--- config.mk ---
export PLATFORM = sky130hd
export DESIGN_NAME = cond_test_arbiter
export DESIGN_NICKNAME = d
export VERILOG_FILES = /design/src/rtl/cgra_cond_pkg.sv /design/src/rtl/validNotZero.sv /design/src/rtl/cond_test_arbiter.sv
export SDC_FILE = /design/constraint.sdc
export NUM_CORES = 1
export LEC_CHECK = 0
export ABC_AREA = 0
export CAP_MARGIN = 20
export CORE_UTILIZATION = 30
export CTS_BUF_LIST = sky130_fd_sc_hd__clkbuf_16
export DETAILED_ROUTE_END_ITERATION = 10
export HOLD_SLACK_MARGIN = 0.06
export PLACE_DENSITY = 0.69
export SLEW_MARGIN = 10
export SYNTH_ARGS = -nofsm -noshare
export SYNTH_HDL_FRONTEND = slang
export SYNTH_SLANG_ARGS = --single-unit
--- constraint.sdc ---
create_clock -name clk -period 4.1 [get_ports clk]
set_input_delay 0.82 -clock clk [delete_from_list [all_inputs] [get_ports clk]]
set_output_delay 0.82 -clock clk [all_outputs]
set_load 0.02 [all_outputs]
--- src/rtl/cgra_cond_pkg.sv ---
// Shared definitions for the CGRA condition-test arbiter.
//   NUM_REQ_DEFAULT : default requester count
//   id_width()      : requester-ID width for a given requester count
//   cond_cfg_t      : per-requester checker configuration record
package cgra_cond_pkg;

  localparam int NUM_REQ_DEFAULT = 4;

  // Never returns 0, so a degenerate single-requester build still has a usable ID field.
  function automatic int id_width(input int n);
    return (n <= 1) ? 1 : $clog2(n);
  endfunction

  typedef struct packed {
    logic [2:0] valid_bits;
    logic       exclude_lsb;
  } cond_cfg_t;

endpackage

--- src/rtl/validNotZero.sv ---
// Combinational condition checker: reports whether the masked operand is non-zero.
// The mask keeps the low valid_bits_i bits of the operand, and bit 0 is also
// dropped when exclude_lsb_i is set.
//   data_i        : operand
//   valid_bits_i  : number of low operand bits that take part in the test (0..7)
//   exclude_lsb_i : drop bit 0 from the test
//   nz_o          : 1 when (data_i & mask) != 0
module validNotZero #(
  parameter int DATA_SIZE = 8
) (
  input  logic [DATA_SIZE-1:0] data_i,
  input  logic [2:0]           valid_bits_i,
  input  logic                 exclude_lsb_i,
  output logic                 nz_o
);

  logic [DATA_SIZE-1:0] mask;

  always_comb begin
    mask = '0;
    for (int i = 0; i < DATA_SIZE; i++) begin
      mask[i] = (32'(valid_bits_i) > i);
    end
    if (exclude_lsb_i) mask[0] = 1'b0;
    nz_o = |(data_i & mask);
  end

endmodule

--- src/rtl/cond_test_arbiter.sv ---
// Round-robin arbiter sharing one validNotZero checker among NUM_REQ requesters.
// Each requester has a config slot written through the cfg_* port. One request is
// granted per cycle and its result is registered on a back-pressured result channel
// tagged with the requester ID.
//   clk, rst_n          : clock, async active-low reset
//   cfg_we/idx/...      : config slot write port
//   req_valid/req_data  : per-requester requests and operands
//   req_ready           : one-hot grant (zero when the result slot is occupied)
//   res_valid/id/nz     : registered result
//   res_ready           : consumer accepts the result
module cond_test_arbiter
  import cgra_cond_pkg::*;
#(
  parameter int DATA_SIZE = 8,
  parameter int NUM_REQ   = NUM_REQ_DEFAULT,
  parameter int ID_W      = id_width(NUM_REQ)
) (
  input  logic                         clk,
  input  logic                         rst_n,
  input  logic                         cfg_we,
  input  logic [ID_W-1:0]              cfg_idx,
  input  logic [2:0]                   cfg_valid_bits,
  input  logic                         cfg_exclude_lsb,
  input  logic [NUM_REQ-1:0]           req_valid,
  input  logic [NUM_REQ*DATA_SIZE-1:0] req_data,
  output logic [NUM_REQ-1:0]           req_ready,
  output logic                         res_valid,
  output logic [ID_W-1:0]              res_id,
  output logic                         res_nz,
  input  logic                         res_ready
);

  cond_cfg_t cfg_q [NUM_REQ];

  logic            res_valid_q, res_valid_d;
  logic [ID_W-1:0] res_id_q, res_id_d;
  logic            res_nz_q, res_nz_d;
  logic [ID_W-1:0] rr_ptr_q, rr_ptr_d;

  logic [2*NUM_REQ-1:0] req_dbl;
  logic [NUM_REQ-1:0]   req_rot;
  logic [NUM_REQ-1:0]   grant;
  logic [ID_W-1:0]      gnt_idx;
  logic                 found;
  logic                 slot_free;
  logic                 accept;

  cond_cfg_t            sel_cfg;
  logic [DATA_SIZE-1:0] sel_data;
  logic                 chk_nz;

  // Round-robin: rotate so rr_ptr sits at bit 0, find the first set bit,
  // then map the offset back to an absolute requester index.
  always_comb begin
    req_dbl = {req_valid, req_valid};
    req_rot = req_dbl[rr_ptr_q +: NUM_REQ];
    found   = 1'b0;
    gnt_idx = '0;
    for (int k = 0; k < NUM_REQ; k++) begin
      if (!found && req_rot[k]) begin
        found   = 1'b1;
        gnt_idx = ID_W'((int'(rr_ptr_q) + k) % NUM_REQ);
      end
    end
    grant = '0;
    if (found) grant[gnt_idx] = 1'b1;
  end

  assign slot_free = !res_valid_q || res_ready;
  // rst_n gating keeps the grant quiet during reset even though the slot reads free.
  assign req_ready = (rst_n && slot_free) ? grant : '0;
  assign accept    = |(req_valid & req_ready);

  assign sel_data = req_data[gnt_idx*DATA_SIZE +: DATA_SIZE];
  assign sel_cfg  = cfg_q[gnt_idx];

  validNotZero #(
    .DATA_SIZE(DATA_SIZE)
  ) u_vnz (
    .data_i       (sel_data),
    .valid_bits_i (sel_cfg.valid_bits),
    .exclude_lsb_i(sel_cfg.exclude_lsb),
    .nz_o         (chk_nz)
  );

  always_comb begin
    res_valid_d = res_valid_q;
    res_id_d    = res_id_q;
    res_nz_d    = res_nz_q;
    rr_ptr_d    = rr_ptr_q;
    if (slot_free) begin
      res_valid_d = accept;
      if (accept) begin
        res_id_d = gnt_idx;
        res_nz_d = chk_nz;
        rr_ptr_d = (gnt_idx == ID_W'(NUM_REQ - 1)) ? '0 : gnt_idx + 1'b1;
      end
    end
  end

  always_ff @(posedge clk or negedge rst_n) begin
    if (!rst_n) begin
      res_valid_q <= 1'b0;
      res_id_q    <= '0;
      res_nz_q    <= 1'b0;
      rr_ptr_q    <= '0;
    end else begin
      res_valid_q <= res_valid_d;
      res_id_q    <= res_id_d;
      res_nz_q    <= res_nz_d;
      rr_ptr_q    <= rr_ptr_d;
    end
  end

  // The checker above reads the pre-edge slot contents, so a write coinciding
  // with an accept of the same slot only affects later accepts.
  always_ff @(posedge clk or negedge rst_n) begin
    if (!rst_n) begin
      for (int i = 0; i < NUM_REQ; i++) cfg_q[i] <= '0;
    end else if (cfg_we && (int'(cfg_idx) < NUM_REQ)) begin
      cfg_q[cfg_idx] <= '{valid_bits: cfg_valid_bits, exclude_lsb: cfg_exclude_lsb};
    end
  end

  assign res_valid = res_valid_q;
  assign res_id    = res_id_q;
  assign res_nz    = res_nz_q;

endmodule
After elaboration in Yosys (flattened, before gate mapping)
Cells that the tools add are included.
{"block": "op_classes", "add_sub_neg": 4, "multipliers": 0, "n_div": 0, "order_cmp": 12, "n_eq_ne": 1, "shift": 2, "n_mux": 20, "n_bitwise": 4, "n_reduce_logical": 14}
{"operator": "32-bit by 6-bit indexed part select with 8-bit output", "count": 1}
{"operator": "4-bit 2-to-1 mux", "count": 5}
{"operator": "16-bit bitwise mux", "count": 1}
{"operator": "2-bit 2-to-1 mux", "count": 5}
{"operator": "3-bit > comparator, second input constant", "count": 3}
{"operator": "8-bit by 7-bit AND with 8-bit output", "count": 1}
{"operator": "4-bit binary-select mux with 2-bit select", "count": 1}
{"operator": "4-bit demux with 2-bit select", "count": 1}
{"operator": "8-bit OR reduction", "count": 1}
{"operator": "8-bit by 3-bit indexed part select with 4-bit output", "count": 1}
{"operator": "3-bit >= comparator, second input constant", "count": 2}
{"operator": "3-bit by 1-bit > comparator with 1-bit output, second input constant", "count": 2}
{"operator": "3-bit by 2-bit > comparator with 1-bit output, second input constant", "count": 2}
{"operator": "1-bit logical AND", "count": 6}
{"operator": "1-bit 2-to-1 mux", "count": 6}
{"operator": "2-bit NOT with 3-bit output", "count": 2}
{"operator": "2-bit by 1-bit adder with 2-bit output, second input constant", "count": 2}
{"operator": "2-bit adder, second input constant", "count": 2}
{"operator": "4-bit AND", "count": 1}
{"operator": "1-bit logical NOT", "count": 4}
{"operator": "4-bit OR reduction", "count": 1}
{"operator": "2-bit by 3-bit less-than comparator with 1-bit output, second input constant", "count": 1}
{"operator": "3-bit by 1-bit less-than comparator with 1-bit output, second input constant", "count": 1}
{"operator": "1-bit demux with 2-bit select", "count": 1}
{"operator": "other kinds (4)", "count": 4}
{"block": "word_totals", "register_bits": 22, "latch_bits": 0, "ramBits": 0, "mem_bits_ro": 0, "inputBits": 46, "out_inout_bits": 8, "wordCells": 69, "n_memories": 0}

Longest topological paths before layout
Gate-level depths: netlist of run 1.
{"block": "logic_depth", "depth_word": 20, "depth_mapped": 10, "mapped_depth_nobuf": 10}

By module
From an unflattened synthesis of run 1, not the netlist that was laid out.
{"block": "unflattened", "hier_cells": 134, "area_unflattened_um2": 1522.7}
{"mod": "cond_test_arbiter", "instances": 1, "cells_each": 123, "area_per_inst_um2": 1448.9, "seq_area_each_um2": 550.5}
{"mod": "validNotZero", "instances": 1, "cells_each": 11, "area_per_inst_um2": 73.8, "seq_area_each_um2": 0.0}

Worst setup path before layout of run 1
No wires, ideal clock.
{"block": "synth_path", "path_type": "input port to output port", "startpoint": "input req_valid[1]", "endpoint": "output req_ready[0]", "arrival_time_ns": 1.988, "required_ns": 3.280, "setup_slack_ns": 1.292, "path_stages": 6, "n_path_buf": 0, "path_cell_list": "nand2b_2 o211a_4 nor2_4 inv_1 ha_1 and2_1"}
{"block": "synth_between", "elab_chain_cells": 17, "word_cells_on_any_way": 22, "cone_classes": "order compare: 2; shift: 1; mux: 12; reduce/logical: 7"}
{"item": "start: declaration", "line": "cond_test_arbiter.sv:24", "rtl": "input logic [NUM_REQ-1:0] req_valid,"}
{"item": "8-bit by 3-bit indexed part select with 4-bit output *", "line": "cond_test_arbiter.sv:56", "rtl": "req_rot = req_dbl[rr_ptr_q +: NUM_REQ];"}
{"item": "1-bit 2-to-1 mux", "line": "cond_test_arbiter.sv:60", "rtl": "if (!found && req_rot[k]) begin"}
{"item": "1-bit logical NOT", "line": "cond_test_arbiter.sv:60"}
{"item": "1-bit logical AND", "line": "cond_test_arbiter.sv:60"}
{"item": "1-bit 2-to-1 mux", "line": "cond_test_arbiter.sv:60"}
{"item": "1-bit logical NOT", "line": "cond_test_arbiter.sv:60"}
{"item": "1-bit logical AND", "line": "cond_test_arbiter.sv:60"}
{"item": "1-bit 2-to-1 mux", "line": "cond_test_arbiter.sv:60"}
{"item": "[2 not listed]"}
{"item": "2-bit 2-to-1 mux *", "line": "cond_test_arbiter.sv:60"}
{"item": "named net gnt_idx[1]", "line": "cond_test_arbiter.sv:43", "rtl": "logic [ID_W-1:0] gnt_idx;"}
{"item": "2-bit by 3-bit less-than comparator with 1-bit output (not written as such) or 2-bit by 1-bit >= comparator with 1-bit output (tied branches)", "line": "cond_test_arbiter.sv:66", "rtl": "if (found) grant[gnt_idx] = 1'b1;"}
{"item": "1-bit logical AND (not written as such)", "line": "cond_test_arbiter.sv:66"}
{"item": "1-bit 2-to-1 mux (not written as such)", "line": "cond_test_arbiter.sv:66"}
{"item": "1-bit demux with 2-bit select *", "line": "cond_test_arbiter.sv:66"}
{"item": "4-bit 2-to-1 mux *", "line": "cond_test_arbiter.sv:66"}
{"item": "4-bit 2-to-1 mux *", "line": "cond_test_arbiter.sv:71", "rtl": "assign req_ready = (rst_n && slot_free) ? grant : '0;"}
{"item": "end: declaration", "line": "cond_test_arbiter.sv:26", "rtl": "output logic [NUM_REQ-1:0] req_ready,"}
The timed path passes the listed nets; every way through them passes the cells marked *.

Final worst setup path of run 1
Ends and elaborated chain as after synthesis.

==> summary.txt, run 1 <==
Die
  • Die height: 72.4 um
  • Core area: 4750 sq um
  • Initial Utilization: 31.2%
  • Die X: 72.4 um
  • IO Count: 54
  • Die area: 5240 sq um
  • Std cell rows: 25

Timing
  • RSZ-0062 raised after global routing: no
  • # setup viols final: 0
  • Fin Hold WS: 499 ps
  • Final TNS setup: 0 ps
  • Worst slew pin tran: 730 ps
  • Tmin final: 3750 ps
  • Final Cycle Share: 91.4%
  • Max Clk Rate: 0.267 GHz
  • Clock Skew: 1.68 ps
  • Worst slew margin: 51.2%
  • Pins over their slew limit: 0
  • Final Hold Viols: 0

Clock network
  • Post-CTS Resized: 0
  • Post-CTS setup repair buffer count: 0
  • CTS Buf Count: 3
  • CTS tree: done
  • Clock sink count: 22
  • # hold bufs at CTS: 0
  • Skew-Pair Late Insertion Delay: 260 ps
  • Worst-path clk slew: 60 ps
  • Root buffer cell: clkbuf_16
  • Htree depth: 1
  • CTS Buffer Depth: 2

Global route
  • Vias in the first global route: 1346
  • First-pass GRT wire length: 6.27 mm
  • Largest net degree at the start of global routing: 23
  • Initial antenna violation count: 0
  • Total track usage: 15.6%
  • Overflow left after global routing: 0

Drt
  • Post-Route WL: 3.58 mm
  • Post-route ant nets: 0
  • Vias: 1291
  • DR WL/cell: 13.5 um
  • DR iter-0 viols: 58
  • Vias per cell: 4.87
  • Length of the first detailed-routing pass in iterations: 4
  • # DRC: 0

Synth
  • Post-synth EDFFs: 0
  • Library cells used by synthesis: 41
  • Syn avg cell area: 10.5 sq um
  • Asr flop ratio synth: 100%
  • Syn Std Cell Area: 1490 sq um
  • Dominant synthesized flop cell: dfrtp_1
  • Yosys warnings: 0
  • #FFs+latches synth: 22
  • Syn Nets: 192
  • Post-synthesis cell count: 142
  • Sequential area share after synthesis: 37.1%

Setup path
  • R2r setup slk: 1650 ps
  • Crit-path max FO: 7
  • RR Startpoint: rr_ptr_q[1]
  • R2R depth: 9
  • Crit. End Element: output pin
  • Worst r2r dst: res_id[1]
  • CP startpoint kind: primary input
  • Crit path kind: in2out
  • Data required time of the worst path: 3280 ps
  • Worst Path Arrival: 2930 ps

Finish
  • Ant diodes: 0
  • Layout cells sized above 1: 20.2%
  • Final core occ: 45.4%
  • Post-layout nets: 249
  • Layout fillers: 470
  • Area growth syn-to-layout: 45.5%
  • Fin cells: 265

Power
  • P_leak: 0.000899 uW
  • Pwr Total: 1050 uW
  • Cell Pwr Density: 488 nW/um^2
  • Maximum VDD drop: 0.230 mV

Place
  • Number of buffers added on ports: 49
  • DP HPWL: 2.88 mm
  • Number of placed instances, taps included: 261
  • Routability cong.: 0.785

Run
  • Max Cap Viol: 0

Outcome
  • Outcome: complete, no violations

Worst hold path
  • Hold Path Depth: 1
  • Worst hold endpoint: cfg_q[0]
  • Worst hold path class: reg2reg
  • Hold Startpoint: cfg_q[0]
## critical path, stage by stage
cell	delay (ps)
clkdlybuf4s50_1	520
nand2b_2	250
o211a_4	270
nor2_4	150
inv_1	70
ha_1	190
and2_1	130
clkdlybuf4s50_1	530
## report_power, final
| part | leakage, uW | internal (uW) | switching, uW | total, uW |
|---|---|---|---|---|
| Sequential | 0.000260 | 277 | 48.6 | 325 |
| Combinational | 0.000600 | 267 | 252 | 519 |
| Clock | 0.0000385 | 130 | 79.6 | 210 |
## layout by cell type, fill, tap and decap left out, types with 2 or more instances in the layout
cell              n
clkdlybuf4s50_1  49
dfrtp_1          22
mux2_2           20
nor2_1           12
a21oi_1          10
nand3_1           9
mux2i_1           6
inv_1             5
nand2_1           5
o21ai_0           5
and2_1            4
a21o_1            4
ha_1              4
nand2b_1          3
clkbuf_16         3
buf_4             3
and2_4            2
nor4_1            2
nand3b_1          2
nand4b_1          2
a22oi_1           2
## sequential cells by signal, summed over array words and instances (netlist names)
signal and flops:
cfg_q 16, res_nz 1, rr_ptr_q 2, res_id 2
res_valid 1
## stage by stage
step	area, sq um	worst slack (ps)
after floorplan	1490	1290
after global placement	2080	355
after detailed placement	2080	350
after CTS	2160	346
after global routing	2160	245
final	2160	352
## routing by layer
layer	global-route usage [%]	share of wire, %
met5	0	0
met4	5.23	1.3
met3	3.33	5.4
met2	26.7	48
met1	19.5	45
## final cells by class
cell class / count / area (sq um) / share of cell area [%]
multi-input combinational: 114 / 910 / 42.1
clock inverter: 1 / 3.75 / 0.174
clock buffer: 3 / 75.1 / 3.47
inverter: 6 / 25.0 / 1.16
timing repair buffer: 52 / 513 / 23.7
tap: 67 / 83.8 / 3.88
sequential: 22 / 551 / 25.5
## cell families after synthesis
kind of cell / after synthesis / synth area share (%)
AND/OR/NAND/NOR: 48 / 19.3
AO/OA/AOI/OAI: 36 / 19.4
multiplexers: 26 / 19.2
flip-flops: 22 / 37.1
buffers and inverters: 6 / 1.69
adder cells (fa/ha/maj): 4 / 3.37
## how the worst max path moves through the flow
stage	slack (ps)	to	startpoint	cells past startpoint
final	350	req_ready[0]	req_valid[1]	8
after global routing	240	req_ready[1]	req_valid[1]	8
after CTS	350	req_ready[0]	req_valid[1]	8
after detailed placement	350	req_ready[0]	req_valid[1]	8
after global placement	350	req_ready[0]	req_valid[0]	8
after floorplan	1290	req_ready[0]	req_valid[1]	6
## synthesized netlist by cell type (all sizes together) (2+ instances only)
cell type | number | area, sq um
o311ai | 2 | 35.0
mux2 | 20 | 225
nor4 | 2 | 12.5
a21o | 4 | 30.0
nand2 | 5 | 18.8
o21ai | 5 | 25.0
nand2b | 4 | 27.5
mux2i | 6 | 60.1
a21oi | 10 | 50.1
nand4b | 2 | 17.5
nor3 | 2 | 26.3
nand3 | 10 | 55.1
nand3b | 2 | 15.0
ha | 4 | 50.1
inv | 6 | 25.0
dfrtp | 22 | 551
a22oi | 2 | 15.0
o211a | 2 | 27.5
nor2 | 13 | 56.3
o211ai | 2 | 20.0
a211oi | 2 | 20.0
and2 | 6 | 42.5
(Power assumes the default switching activity.)
==> run 2, diff against run 1 <==
Settings changed: DONT_BUFFER_PORTS set to 1, PLACE_DENSITY 0.69 to 0.55, SYNTH_HIERARCHICAL set to 1.
==> run 2 against run 1 <==
  * Count of clock-buffer cells in the layout unchanged
  * First-iteration DRC count down 45%
  * Worst setup slack better by 810 ps
  * Combinational power down 13%
  * Critical path depth down 3
  * Global-route usage down 3.1 points
  * Routed wire length down 15%
  * Synthesized cell count down 7.7%
  * Final cell count down 25%
  * Synthesized area up 0.51%
  * Critical path type unchanged
  * Largest power group unchanged
==> summary.txt, run 2 <==
Synth
  • Post-synthesis cell count: 131
  • Syn Std Cell Area: 1490 sq um
  • Syn avg cell area: 11.4 sq um
  • Yosys warnings: 6
  • Syn Nets: 178

Setup path
  • Crit. Startpoint: req_valid[3]
  • R2r setup slk: 1570 ps
  • CP startpoint kind: primary input
  • R2R depth: 9
  • Crit path kind: in2out
  • Critical path's top delay family: compound AO/OA/AOI/OAI gates
  • Stages on the worst setup path: 5
  • Data required time of the worst path: 3280 ps
  • Slowest stage delay, CP: 490 ps
  • Worst r2r dst: res_nz
  • Slowest-stage cell, CP: o211a_4
  • RR Startpoint: rr_ptr_q[1]
  • Worst Path Arrival: 2120 ps
  • Last element of the critical path: req_ready[3]
  • Crit. End Element: output pin
  • Crit path buffers/inverters: 0
  • Critical-path cell list: nor2b_1, o21ai_1, o211a_4, ha_1, and2_1
  • Crit-path max FO: 28

Place
  • Post-place setup slack: 1150 ps
  • DP HPWL: 2.41 mm
  • Routability cong.: 0.742
  • Number of buffers added on ports: 0

Finish
  • Area of the multi-input gates: 882 sq um
  • Post-layout nets: 179
  • Commonest cells after routing, fill and taps aside: 33 x mux2i_1, 22 x dfrtp_1, 16 x mux2_2
  • Ant diodes: 0
  • Commonest non-fill, non-tap cell in the layout: mux2i_1
  • Layout fillers: 504
  • Largest Register: cfg_q
  • Reg area: 551 sq um
  • Area growth syn-to-layout: 9.39%
  • Layout cells sized above 1: 21.4%
  • Max reg flops: 16

Clock network
  • Worst-path clk slew: 60 ps
  • Post-CTS Resized: 0
  • CTS Buf Count: 3
  • Skew-Pair Late Insertion Delay: 250 ps
  • # hold bufs at CTS: 0
  • CTS tree: done
  • CTS Buffer Depth: 2
  • Clock sink count: 22
  • Htree depth: 1
  • Root buffer cell: clkbuf_16
  • Post-CTS setup repair buffer count: 0

Power
  • Cell Pwr Density: 648 nW/um^2
  • Maximum VDD drop: 0.289 mV
  • P_leak: 0.000714 uW

Timing
  • Worst slew pin tran: 676 ps
  • Max Clk Rate: 0.340 GHz
  • # setup viols final: 0
  • Worst slew margin: 54.6%
  • Tmin final: 2940 ps
  • Pins over their slew limit: 0
  • Final Cycle Share: 71.7%
  • Final TNS setup: 0 ps
  • RSZ-0062 raised after global routing: no
  • Setup ws final: 1160 ps
  • Final Hold Viols: 0
  • Clock Skew: 3.92 ps

Global route
  • Total track usage: 12.5%
  • Vias in the first global route: 1053
  • Largest net degree at the start of global routing: 29
  • Initial antenna violation count: 0
  • Overflow left after global routing: 0
  • First-pass GRT wire length: 5.04 mm

Die
  • Std cell rows: 25
  • Die X: 72.5 um
  • IO Count: 54
  • Initial Utilization: 31.4%
  • Die height: 72.5 um
  • Core area: 4750 sq um
  • Die area: 5260 sq um

Drt
  • DR iter-0 viols: 32
  • # DRC: 0
  • Length of the first detailed-routing pass in iterations: 4
  • Post-Route WL: 3.05 mm
  • Vias per cell: 5.03
  • DR WL/cell: 15.4 um
  • Post-route ant nets: 0
  • Vias: 995

Run
  • Max Cap Viol: 0

Outcome
  • Outcome: complete, no violations

Worst hold path
  • Worst hold path class: in2async
[run 2: changes by cell type in the layout (fill, tap and decap cells not counted), sizes merged, moves of 4 or more]
cell,before,now
a21oi,10,6
nor2,13,7
mux2i,6,33
clkdlybuf4s50,49,0
nand3,10,2
and2,6,1
[run 2: report_power, final]
group / leakage [uW] / internal (uW) / switching, uW / total [uW]
combinational: 0.000403 / 219 / 229 / 449
sequential: 0.000260 / 275 / 65.9 / 341
clock: 0.0000511 / 194 / 75.2 / 269
[run 2: area by class of cell]
class | instances | share of cell area, %
clock buffers | 3 | 4.60
flip-flops and latches | 22 | 33.7
inverters | 3 | 0.690
well taps | 67 | 5.13
multi-input cells | 102 | 54.0
clock inverters | 1 | 1.84
[run 2: stage by stage]
| step | cell area, sq um | util, % | instances | hold slack [ps] | total power [uW] |
|---|---|---|---|---|---|
| 2_1_floorplan | 1490 | - | 131 | 479 | 757 |
| 3_3_place_gp | 1530 | 32.1 | 194 | 487 | 784 |
| 3_5_place_dp | 1530 | 32.1 | 194 | 493 | 803 |
| 4_1_cts | 1630 | 34.3 | 198 | 255 | 1070 |
| 5_1_grt | 1630 | 34.3 | 198 | 246 | 1130 |
| 6_report | 1630 | 34.3 | 198 | 258 | 1060 |
[run 2: how the worst min path moves through the flow]
stage | from | endpoint | slack (ps) | cells past startpoint
4_1_cts | rst_n | cfg_q[15] | 250 | 0
2_1_floorplan | cfg_q[4] | cfg_q[4] | 480 | 1
3_3_place_gp | cfg_q[6] | cfg_q[6] | 490 | 1
6_report | rst_n | cfg_q[3] | 260 | 0
3_5_place_dp | cfg_q[5] | cfg_q[5] | 490 | 1
5_1_grt | rst_n | cfg_q[0] | 250 | 0
[run 2: per-layer routing]
layer | track usage [%] | share of wire, % | vias to the layer above
met5 | 0 | 0 | -
met4 | 1.31 | 0.56 | 0
met3 | 4.58 | 7.2 | 2
met2 | 21.4 | 51 | 25
met1 | 15.4 | 42 | 486
li1 | - | - | 482
